`config.mk`:
```
export PLATFORM = sky130hd
export DESIGN_NAME = ch_state_machine
export DESIGN_NICKNAME = d
export VERILOG_FILES = /design/src/rtl/types_pkg.sv /design/src/rtl/ch_stop_delay_ctr.sv /design/src/rtl/ch_state_machine.sv
export SDC_FILE = /design/constraint.sdc
export NUM_CORES = 1
export LEC_CHECK = 0
export CORE_MARGIN = 4
export CORE_UTILIZATION = 50
export DETAILED_ROUTE_END_ITERATION = 16
export PLACE_DENSITY = 0.77
export SYNTH_ARGS = -nofsm -noshare
export SYNTH_HDL_FRONTEND = slang
export SYNTH_SLANG_ARGS = --single-unit
```
`constraint.sdc`:
```
create_clock -name clk -period 3.4 [get_ports clk]
set_input_delay 1.02 -clock clk [delete_from_list [all_inputs] [get_ports clk]]
set_output_delay 1.02 -clock clk [all_outputs]
set_load 0.02 [all_outputs]
```
`src/rtl/types_pkg.sv`:
```
// Shared channel types: FSM state encoding, sampling mode
// and the mode-to-state mapping used by the channel FSM.
package types_pkg;

    typedef enum logic [3:0] {
        STATE_INIT             = 4'd0,
        STATE_SAMPLING_A       = 4'd1,
        STATE_SAMPLING_B       = 4'd2,
        STATE_SAMPLING_C       = 4'd3,
        STATE_SAMPLING_D       = 4'd4,
        STATE_SAMPLING_E       = 4'd5,
        STATE_SAMPLING_A_AND_B = 4'd6,
        STATE_SAMPLING_C_AND_D = 4'd7,
        STATE_SAMPLING_ALL     = 4'd8,
        STATE_STOPPED          = 4'd9,
        STATE_READOUT          = 4'd10
    } state_t;

    typedef enum logic [2:0] {
        MODE_A       = 3'd0,
        MODE_B       = 3'd1,
        MODE_C       = 3'd2,
        MODE_D       = 3'd3,
        MODE_E       = 3'd4,
        MODE_A_AND_B = 3'd5,
        MODE_C_AND_D = 3'd6,
        MODE_ALL     = 3'd7
    } mode_t;

    function automatic state_t mode_to_state(mode_t m);
        case (m)
            MODE_A:       return STATE_SAMPLING_A;
            MODE_B:       return STATE_SAMPLING_B;
            MODE_C:       return STATE_SAMPLING_C;
            MODE_D:       return STATE_SAMPLING_D;
            MODE_E:       return STATE_SAMPLING_E;
            MODE_A_AND_B: return STATE_SAMPLING_A_AND_B;
            MODE_C_AND_D: return STATE_SAMPLING_C_AND_D;
            MODE_ALL:     return STATE_SAMPLING_ALL;
            default:      return STATE_INIT;
        endcase
    endfunction

endpackage

```
`src/rtl/ch_stop_delay_ctr.sv`:
```
// Post-trigger stop delay counter: clear, load, and a
// decrement that is gated so the count never wraps.
module ch_stop_delay_ctr
    import types_pkg::*;
#(
    parameter int DLY_W = 8
) (
    input  logic             clk,
    input  logic             rstn,
    input  logic             clr_i,
    input  logic             load_i,
    input  logic             dec_i,
    input  logic [DLY_W-1:0] load_val_i,
    output logic [DLY_W-1:0] cnt_o,
    output logic             zero_o
);

    logic [DLY_W-1:0] cnt_q;
    logic [DLY_W-1:0] cnt_d;

    always_comb begin
        cnt_d = cnt_q;
        if (clr_i) begin
            cnt_d = '0;
        end else if (load_i) begin
            cnt_d = load_val_i;
        end else if (dec_i && (cnt_q != '0)) begin
            cnt_d = cnt_q - DLY_W'(1);
        end
    end

    always_ff @(posedge clk) begin
        if (!rstn) begin
            cnt_q <= '0;
        end else begin
            cnt_q <= cnt_d;
        end
    end

    assign cnt_o  = cnt_q;
    assign zero_o = (cnt_q == '0);

endmodule

```
`src/rtl/ch_state_machine.sv`:
```
// Per-channel sampling controller with a minimum-fill guard
// on the stop trigger and a programmable post-trigger delay.
module ch_state_machine
    import types_pkg::*;
#(
    parameter int MIN_FILL = 16,
    parameter int DLY_W    = 8
) (
    input  logic             clk,
    input  logic             rstn,
    input  logic [2:0]       mode,
    input  logic             start,
    input  logic             trig_in,
    input  logic [DLY_W-1:0] stop_delay,
    input  logic             rd_req,
    input  logic             rd_done,
    input  logic             abort,
    output state_t           current_state,
    output logic             sampling,
    output logic             stopped,
    output logic             trig_ack
);

    localparam int FW = $clog2(MIN_FILL + 1);

    state_t          state_q, state_d;
    logic [FW-1:0]   fill_cnt_q, fill_cnt_d;
    logic            trig_pend_q, trig_pend_d;
    logic            dly_active_q, dly_active_d;
    logic            trig_ack_q, trig_ack_d;

    logic            dly_clr, dly_load, dly_dec;
    logic [DLY_W-1:0] dly_cnt;
    logic            dly_zero;
    logic            is_samp, fill_done, dly_last;

    ch_stop_delay_ctr #(
        .DLY_W (DLY_W)
    ) u_dly (
        .clk        (clk),
        .rstn       (rstn),
        .clr_i      (dly_clr),
        .load_i     (dly_load),
        .dec_i      (dly_dec),
        .load_val_i (stop_delay),
        .cnt_o      (dly_cnt),
        .zero_o     (dly_zero)
    );

    assign is_samp   = state_q inside {
        STATE_SAMPLING_A, STATE_SAMPLING_B, STATE_SAMPLING_C,
        STATE_SAMPLING_D, STATE_SAMPLING_E,
        STATE_SAMPLING_A_AND_B, STATE_SAMPLING_C_AND_D,
        STATE_SAMPLING_ALL};
    assign fill_done = (fill_cnt_q == FW'(MIN_FILL));
    // Count reaching zero on this edge means STOPPED next cycle
    assign dly_last  = dly_zero || (dly_cnt == DLY_W'(1));

    always_comb begin
        state_d      = state_q;
        fill_cnt_d   = fill_cnt_q;
        trig_pend_d  = trig_pend_q;
        dly_active_d = dly_active_q;
        trig_ack_d   = 1'b0;
        dly_clr      = 1'b0;
        dly_load     = 1'b0;
        dly_dec      = 1'b0;
        if (abort) begin
            state_d      = STATE_INIT;
            fill_cnt_d   = '0;
            trig_pend_d  = 1'b0;
            dly_active_d = 1'b0;
            dly_clr      = 1'b1;
        end else begin
            unique case (state_q)
                STATE_INIT: begin
                    fill_cnt_d   = '0;
                    trig_pend_d  = 1'b0;
                    dly_active_d = 1'b0;
                    dly_clr      = 1'b1;
                    if (start) begin
                        state_d = mode_to_state(mode_t'(mode));
                    end
                end
                STATE_SAMPLING_A, STATE_SAMPLING_B,
                STATE_SAMPLING_C, STATE_SAMPLING_D,
                STATE_SAMPLING_E, STATE_SAMPLING_A_AND_B,
                STATE_SAMPLING_C_AND_D, STATE_SAMPLING_ALL: begin
                    if (!fill_done) begin
                        fill_cnt_d = fill_cnt_q + FW'(1);
                    end
                    if (dly_active_q) begin
                        dly_dec = 1'b1;
                        if (dly_last) begin
                            state_d      = STATE_STOPPED;
                            dly_active_d = 1'b0;
                        end
                    end else if (fill_done && (trig_in || trig_pend_q)) begin
                        trig_pend_d = 1'b0;
                        trig_ack_d  = 1'b1;
                        if (stop_delay == '0) begin
                            state_d = STATE_STOPPED;
                        end else begin
                            dly_load     = 1'b1;
                            dly_active_d = 1'b1;
                        end
                    end else if (trig_in && !fill_done) begin
                        trig_pend_d = 1'b1;
                    end
                end
                STATE_STOPPED: begin
                    if (rd_req) begin
                        state_d = STATE_READOUT;
                    end
                end
                STATE_READOUT: begin
                    if (rd_done) begin
                        state_d = STATE_INIT;
                    end
                end
                default: begin
                    state_d = STATE_INIT;
                end
            endcase
        end
    end

    always_ff @(posedge clk) begin
        if (!rstn) begin
            state_q      <= STATE_INIT;
            fill_cnt_q   <= '0;
            trig_pend_q  <= 1'b0;
            dly_active_q <= 1'b0;
            trig_ack_q   <= 1'b0;
        end else begin
            state_q      <= state_d;
            fill_cnt_q   <= fill_cnt_d;
            trig_pend_q  <= trig_pend_d;
            dly_active_q <= dly_active_d;
            trig_ack_q   <= trig_ack_d;
        end
    end

    assign current_state = state_q;
    assign sampling      = is_samp;
    assign stopped       = (state_q == STATE_STOPPED);
    assign trig_ack      = trig_ack_q;

endmodule

```
==> impl_summary.md, run 1 <==
Yosys
The share of Yosys cell area claimed by the top area cell type is 28.85%. The number of different library cells used by synthesis comes to 51. The post-synthesis sequential area ratio is between 20% and 30%. For this run, the leading register cell type out of synthesis is sky130_fd_sc_hd__dfxtp_1. The cell count after synthesis came out at ~170. The number of flops mapped to enable cells by yosys is 0. Of all flip-flops after synthesis, the portion carrying an async set or reset was 0%. The largest area contributor in the netlist is sky130_fd_sc_hd__dfxtp_1. The synthesis-stage register bit count is 20.

After synthesis the cells add up to 1388 um^2. After synthesis, the cell types taking the most area are sky130_fd_sc_hd__dfxtp_1 29%, sky130_fd_sc_hd__ha_1 6.3%, sky130_fd_sc_hd__mux2i_1 4.3%, sky130_fd_sc_hd__nor2_1 4.3%, sky130_fd_sc_hd__a211oi_1 3.8%. The count of warnings emitted by yosys is 0. The post-synth net total is 190. The synthesized area divided by synthesized cell count is 8.410 um^2.

Worst setup path
The signal arrival time at the worst endpoint is 2.22 ns. The startpoint type of the worst setup path is a flip-flop. The critical path goes through o31a_1 > or2_1 > inv_2 > clkdlybuf4s50_1. The stage delay of the slowest cell on the critical path is 0.61 ns. The type of element capturing the critical path is an output port.

The number of buffers and inverters on the critical path is 2. The count of cell instances traversed by the critical path is 4. The largest delay contributor family on the critical path is buffers and inverters.

At the worst endpoint, the required time is 2.38 ns. The number of cells on the worst reg-to-reg path is 6. The slowest stage of the critical path is the sky130_fd_sc_hd__clkdlybuf4s50_1 cell.

The critical setup path kind is reg2out. Along the worst path, the maximum fanout reaches 9.

Place
The count of port buffers added during placement is 24. The sum of net half-perimeters after detailed placement is 2.596 mm. The congestion estimate from routability-driven global placement came to about 0.9.

Hold path
The cell count of the worst hold path is 2. The worst hold path class is reg2reg.

Drt
The total detailed-routing wirelength is approximately 3.3 mm. The number of nets still failing antenna checks after routing is 0. Detailed routing placed a total of roughly 160 um of wire on met3. The count of routing violations after the opening detailed-route iteration is 61. The average wire length per cell after detail routing is 14.80 um. In the routed layout, each cell is associated on average with a via count of 6.154. The first-pass detailed-route iteration total is 4. After detailed routing, the met2 layer carries ~1.7 mm of wire. In this run the top signal layer used is met4. The wire length the detailed router placed on met1 is 1.389 mm. The total vias in the final route is 1360. The total DRC errors in the routed layout is 0.

GRT
The via count of the first global-routing pass was 1308. The overall routing resource usage is 19.70%. The first global-routing pass estimated 5.575 mm of wire. Global routing finished with a remaining overflow of 0. The pin count of the biggest net entering global routing is 12. The initial antenna violation count is 0.

Timing
The maximum clock frequency is 308.9 MHz. After routing, the total negative slack on setup checks comes to 0 ns. The minimum clock period is 3.237 ns. The relative slew slack is 54.57%. The slew at the pin closest to its max-slew limit is 0.6752 ns. The final number of hold-violating endpoints was 0. Across the routed clock network, the largest skew measured is 0.0007473 ns. The final count of negative-setup-slack endpoints is 0. The count of final max-slew check failures came to 0. Setup repair after global routing left no endpoint under its margin.

The worst path uses 95.21% of the clock period.

Status
The run finished with clean final reports.

Clocking
The clock tree from TritonCTS is yes. CTS built an H-tree with a depth of 1. After clock tree synthesis, the setup repair step added 0 buffers.

The maximum clock path buffer count is 2. The number of buffers created by CTS is 3. The number of gates resized after cts is 0. Clock-pin slew was measured on the worst setup and hold paths at around 0.11 ns.

The number of clock sinks is 20. The count of hold-fix buffers inserted at cts is 0. Clock tree synthesis selected as its root buffer the cell sky130_fd_sc_hd__clkbuf_4. The clock insertion delay at the later pin of the skew report is 0.30 ns.

Pwr
The total power density per cell area is 400.4 nW/um^2. The total power of the final layout is 0.6793 mW. The maximum vdd drop is 0.2920 mV. The leakage power is 0.6591 nW.

Floorplanning
In this run the count of I/O pins placed on the die edge is 25. The core outline area is 2567 um^2. Measured along the y axis, the die boundary spans 60.68 um. The initial core utilization is 54.04%. Measured along the x axis, the die boundary spans 60.68 um. The standard-cell row count is 18. The die covers 3682 um^2.

Finish
Of the cells placed in the final design, the portion with a size suffix greater than 1 is 10.47%. At the end of the flow, the number of nets in the layout was 217. Relative to the synthesized area, the layout overhead comes to 22.27%. The number of antenna diodes in the final layout is 0.

Flow run
The number of maximum-capacitance violations is 0.
report_power, final:
part	total, mW	switching [mW]	internal (mW)
Sequential	0.262	0.0184	0.244
Combinational	0.277	0.144	0.133
Clock	0.140	0.0745	0.0654
Total	0.679	0.237	0.442
tightest hold or removal path, stage by stage (launching register included):
cell and delay, ns:
sky130_fd_sc_hd__dfxtp_1 0.33, sky130_fd_sc_hd__nand2_1 0.06, sky130_fd_sc_hd__o22ai_1 0.06
cell usage after synthesis (all sizes together) (5+ instances only):
cell type,n
a211oi,7
a21oi,10
buf,5
dfxtp,20
ha,7
inv,7
mux2i,6
nand2,10
nand3,5
nor2,16
nor3,5
o21ai,6
o22ai,6
or3,6
cell families after synthesis:
group                    Yosys count  synth area share [%]
AO/OA/AOI/OAI                     42                 21.73
XOR/XNOR                           2                 1.263
adder cells (fa/ha/maj)            8                 7.033
buffers and inverters             13                 4.417
flip-flops                        20                 28.85
multiplexers                       6                 4.328
AND/OR/NAND/NOR                   74                 32.37
worst paths after layout:
| check | startpoint | endpoint | slack, ns |
|---|---|---|---|
| max | current_state[0] | sampling | 0.16 |
| min | u_dly.cnt_o[6] | u_dly.cnt_o[6] | 0.48 |
| max reg2reg | current_state[3] | u_dly.cnt_o[3] | 1.23 |
| min reg2reg | u_dly.cnt_o[6] | u_dly.cnt_o[6] | 0.48 |
placed cells by master (no fill, tap or decap), types with 2 or more instances in the layout:
master                            netlist  layout
sky130_fd_sc_hd__clkdlybuf4s50_1        0      24
sky130_fd_sc_hd__dfxtp_1               20      20
sky130_fd_sc_hd__nor2_1                16      16
sky130_fd_sc_hd__nand2_1               10      10
sky130_fd_sc_hd__a21oi_1                9       9
sky130_fd_sc_hd__a211oi_1               7       7
sky130_fd_sc_hd__ha_1                   7       7
sky130_fd_sc_hd__inv_1                  6       6
sky130_fd_sc_hd__or3_1                  6       6
sky130_fd_sc_hd__o21ai_0                6       6
sky130_fd_sc_hd__mux2i_1                6       6
sky130_fd_sc_hd__o22ai_1                6       6
sky130_fd_sc_hd__nand2b_1               4       4
sky130_fd_sc_hd__nor3_1                 4       4
sky130_fd_sc_hd__nand3_1                4       4
sky130_fd_sc_hd__nand4_1                4       4
sky130_fd_sc_hd__buf_4                  3       4
sky130_fd_sc_hd__nor3b_1                3       3
sky130_fd_sc_hd__nor2b_1                3       3
sky130_fd_sc_hd__a31oi_1                3       3
sky130_fd_sc_hd__clkbuf_4               0       3
sky130_fd_sc_hd__o31a_1                 2       2
sky130_fd_sc_hd__or2_1                  2       2
sky130_fd_sc_hd__or4_1                  2       2
sky130_fd_sc_hd__or2_2                  2       2
sky130_fd_sc_hd__nand3b_1               2       2
sky130_fd_sc_hd__xor2_1                 2       2
metal layers:
layer	global-route usage, %	vias up
met5	0	-
met4	8.669	0
met3	3.617	7
met2	35.27	37
met1	22.66	648
li1	-	668
metrics by stage:
step / hold slack (ns) / setup slack (ns) / std cells / util [%] / area [um^2]
floorplan: 0.4314 / 0.8591 / 165 / - / 1388
global placement: 0.4475 / 0.3400 / 215 / 64.08 / 1645
detailed placement: 0.4508 / 0.3055 / 215 / 64.08 / 1645
CTS: 0.4692 / 0.07850 / 219 / 65.50 / 1682
global route: 0.4809 / 0.06798 / 221 / 66.08 / 1697
finish: 0.4754 / 0.1628 / 221 / 66.08 / 1697
state kept, by name, summed over array words and instances (netlist names):
signal and count:
current_state 4, dly_active_q 1, fill_cnt_q 5, trig_ack 1, trig_pend_q 1, u_dly.cnt_o 8
area by class of cell:
cell class	count	area [um^2]
Timing Repair Buffer	28	270.3
Multi-Input combinational cell	132	925.9
Clock buffer	4	36.28
Fill cell	230	870.8
Inverter	7	26.28
Sequential cell	20	400.4
Tap cell	30	37.54
Note: power is estimated with default switching activity, not from simulation.
==> inputs of run 2 (changes only) <==
==> constraint.sdc (replaced) <==
create_clock -name clk -period 3.4 [get_ports clk]
set_input_delay 1.02 -clock clk [delete_from_list [all_inputs] [get_ports clk]]
set_output_delay 1.02 -clock clk [all_outputs]
set_load 0.005 [all_outputs]
==> run 2 against run 1 <==
Utilization down 0.58 points. Total power down 4.0%. Final area down 0.89%. Via count down 0.88%. Maximum frequency up 0.51%. Largest power group is now registers. Highest routed layer unchanged.
==> impl_summary.md, run 2 (synthesis gave the netlist of run 1 again) <==
Worst setup path
The critical setup path kind is reg2out (unchanged). The launching point of the worst reg2reg path was current_state[0] (was current_state[3]). The type of element capturing the critical path is an output port (unchanged). The startpoint type of the worst setup path is a flip-flop (unchanged). The worst-case register-to-register setup slack is 1.28 ns (was 1.23 ns).

The critical path data required time is 2.38 ns (about the same). The number of cells on the worst reg-to-reg path was 6 (unchanged). The largest fanout on the critical path is 9 (unchanged). The endpoint of the worst-slack reg-to-reg timing path is u_dly.cnt_o[3] (unchanged). The worst setup path startpoint is current_state[0] (unchanged). The signal arrival time at the worst endpoint came to 2.20 ns (was 2.22 ns). The capturing element of the worst setup path was sampling (unchanged).

Pwr
The maximum vdd drop came to 0.2840 mV (was 0.2920 mV). The total power density per cell area is 387.6 nW/um^2 (was 400.4 nW/um^2). The leakage power is 0.6502 nW (was 0.6591 nW).

Timing
The maximum clock frequency is 310.5 MHz (was 308.9 MHz). The worst clock skew is 0.002847 ns (was 0.0007473 ns). Setup repair after global routing missed its margin: false (unchanged). The final count of negative-setup-slack endpoints is 0 (unchanged). The slew at the pin closest to its max-slew limit is 0.6725 ns (was 0.6752 ns). The final setup slack of the worst path is 0.1793 ns (was 0.1628 ns). The minimum clock period is 3.221 ns (was 3.237 ns). The total negative setup slack is 0 ns (unchanged).

The count of final max-slew check failures came to 0 (unchanged). The relative slew slack is 54.75% (was 54.57%). The post-route fraction of the period consumed by the critical path is 94.73% (was 95.21%). The final number of hold-violating endpoints was 0 (unchanged).

Clocking
The count of hold-fix buffers inserted at cts came to 0 (unchanged). The number of clock sinks is 20 (unchanged). The number of buffers inserted to repair setup after CTS is 0 (unchanged). The clock root buffer master was sky130_fd_sc_hd__clkbuf_4 (unchanged). The number of gates resized after cts is 0 (unchanged). The clock-pin slew of the registers on the worst-case setup and hold paths is 0.11 ns (about the same). The maximum clock path buffer count is 2 (unchanged).

The total number of H-tree levels is 1 (unchanged). The clock tree from TritonCTS is yes (unchanged). The number of buffers created by CTS is 3 (unchanged). The clock insertion delay at the later pin of the skew report is 0.30 ns (about the same).

Finish
The number of flip-flops in the largest register is 8 (unchanged). The post-synthesis to final-layout area growth is 21.19% (was 22.27%). The post-route standard cell area excluding fillers is 1682 um^2 (was 1697 um^2). The ratio of cells with drive above 1 in the final layout is 9.524% (was 10.47%). The count of inserted antenna diode cells is 0 (unchanged). The number of nets in the layout is 215 (was 217). Highest-count cells in the layout ignoring fill and taps: 24 x sky130_fd_sc_hd__clkdlybuf4s50_1, 20 x sky130_fd_sc_hd__dfxtp_1, 16 x sky130_fd_sc_hd__nor2_1 (unchanged). The most common cell after layout, fill and taps aside is sky130_fd_sc_hd__clkdlybuf4s50_1 (unchanged).

Place
The count of port buffers added during placement is 24 (unchanged). The sum of net half-perimeters after detailed placement is 2.596 mm (unchanged). The instance area at placement was 1645 um^2 (unchanged).

The routability-driven placement congestion ratio is 0.8816 (unchanged). The setup slack after placement is 0.3055 ns (unchanged).

Floorplanning
The core outline area is 2567 um^2 (unchanged). The standard-cell row count was 18 (unchanged). The die outline width is 60.68 um (unchanged). The full die area is 3682 um^2 (unchanged).

The height of the die is 60.68 um (unchanged). The top-level port count is 25 (unchanged). The initial core utilization is 54.04% (unchanged).

GRT
The leftover overflow at the end of global routing is 0 (unchanged). The overall routing resource usage was 19.70% (unchanged). The pin count of the biggest net entering global routing is 12 (unchanged). The wire length of the first global-routing pass is 5.575 mm (unchanged). The initial antenna violation count came to 0 (unchanged). The via count of the first global-routing pass came to 1308 (unchanged).

Drt
The total detailed-routing wirelength came to 3.289 mm (was 3.270 mm). The total vias in the final route is 1348 (was 1360). The count of routing violations after the opening detailed-route iteration is 59 (was 61). The total DRC errors in the routed layout is 0 (unchanged).

The detailed-route vias per instance is 6.155 (was 6.154). The average wire length per cell after detail routing is 15.02 um (was 14.80 um). The first-pass detailed-route iteration total is 4 (unchanged). The number of nets still failing antenna checks after routing is 0 (unchanged).

Flow run
The number of maximum-capacitance violations is 0 (unchanged).

Hold path
The worst hold path class was reg2reg (unchanged). The cell count of the worst hold path came to 2 (unchanged).

Status
Outcome: finished, final reports clean (unchanged).
[run 2: cell type report]
class	count	area (um^2)
Multi-Input combinational cell	132	925.9
Fill cell	233	885.9
Sequential cell	20	400.4
Timing Repair Buffer	26	255.2
Tap cell	30	37.54
Clock buffer	4	36.28
Inverter	7	26.28
[run 2: power breakdown]
part / switching [mW] / leakage (nW) / internal, mW
registers: 0.0185 / 0.161 / 0.244
clock network: 0.0755 / 0.0210 / 0.0654
logic: 0.128 / 0.468 / 0.121
total: 0.222 / 0.650 / 0.430
[run 2: worst min-delay path by stage]
| stage | startpoint | slack, ns | to |
|---|---|---|---|
| finish | u_dly.cnt_o[6] | 0.48 | u_dly.cnt_o[6] |
| global route | u_dly.cnt_o[6] | 0.48 | u_dly.cnt_o[6] |
| CTS | u_dly.cnt_o[6] | 0.47 | u_dly.cnt_o[6] |
| detailed placement | u_dly.cnt_o[6] | 0.45 | u_dly.cnt_o[6] |
| global placement | u_dly.cnt_o[6] | 0.45 | u_dly.cnt_o[6] |
| floorplan | u_dly.cnt_o[6] | 0.43 | u_dly.cnt_o[6] |
[run 2: metal layers]
metal / wire length (um) / part of all wire [%] / track usage, % / up-vias
li1: - / - / - / 666
met1: 1418 / 43 / 22.66 / 637
met2: 1652 / 50 / 35.27 / 38
met3: 159 / 4.8 / 3.617 / 7
met4: 57 / 1.7 / 8.669 / 0
met5: 0 / 0 / 0 / -
[run 2: through the flow]
stage	std cells	hold slack (ns)	total power, mW	utilization [%]
3_3_place_gp	215	0.4475	0.5086	64.08
6_report	219	0.4761	0.6518	65.50
3_5_place_dp	215	0.4508	0.5141	64.08
4_1_cts	219	0.4692	0.6523	65.50
5_1_grt	219	0.4809	0.6933	65.50
2_1_floorplan	165	0.4314	0.4369	-
[run 2: critical path: stages (launching register included)]
cell                              delay, ns
sky130_fd_sc_hd__dfxtp_1               0.42
sky130_fd_sc_hd__nor4_4                0.53
sky130_fd_sc_hd__or2_1                 0.37
sky130_fd_sc_hd__inv_2                 0.11
sky130_fd_sc_hd__clkdlybuf4s50_1       0.46
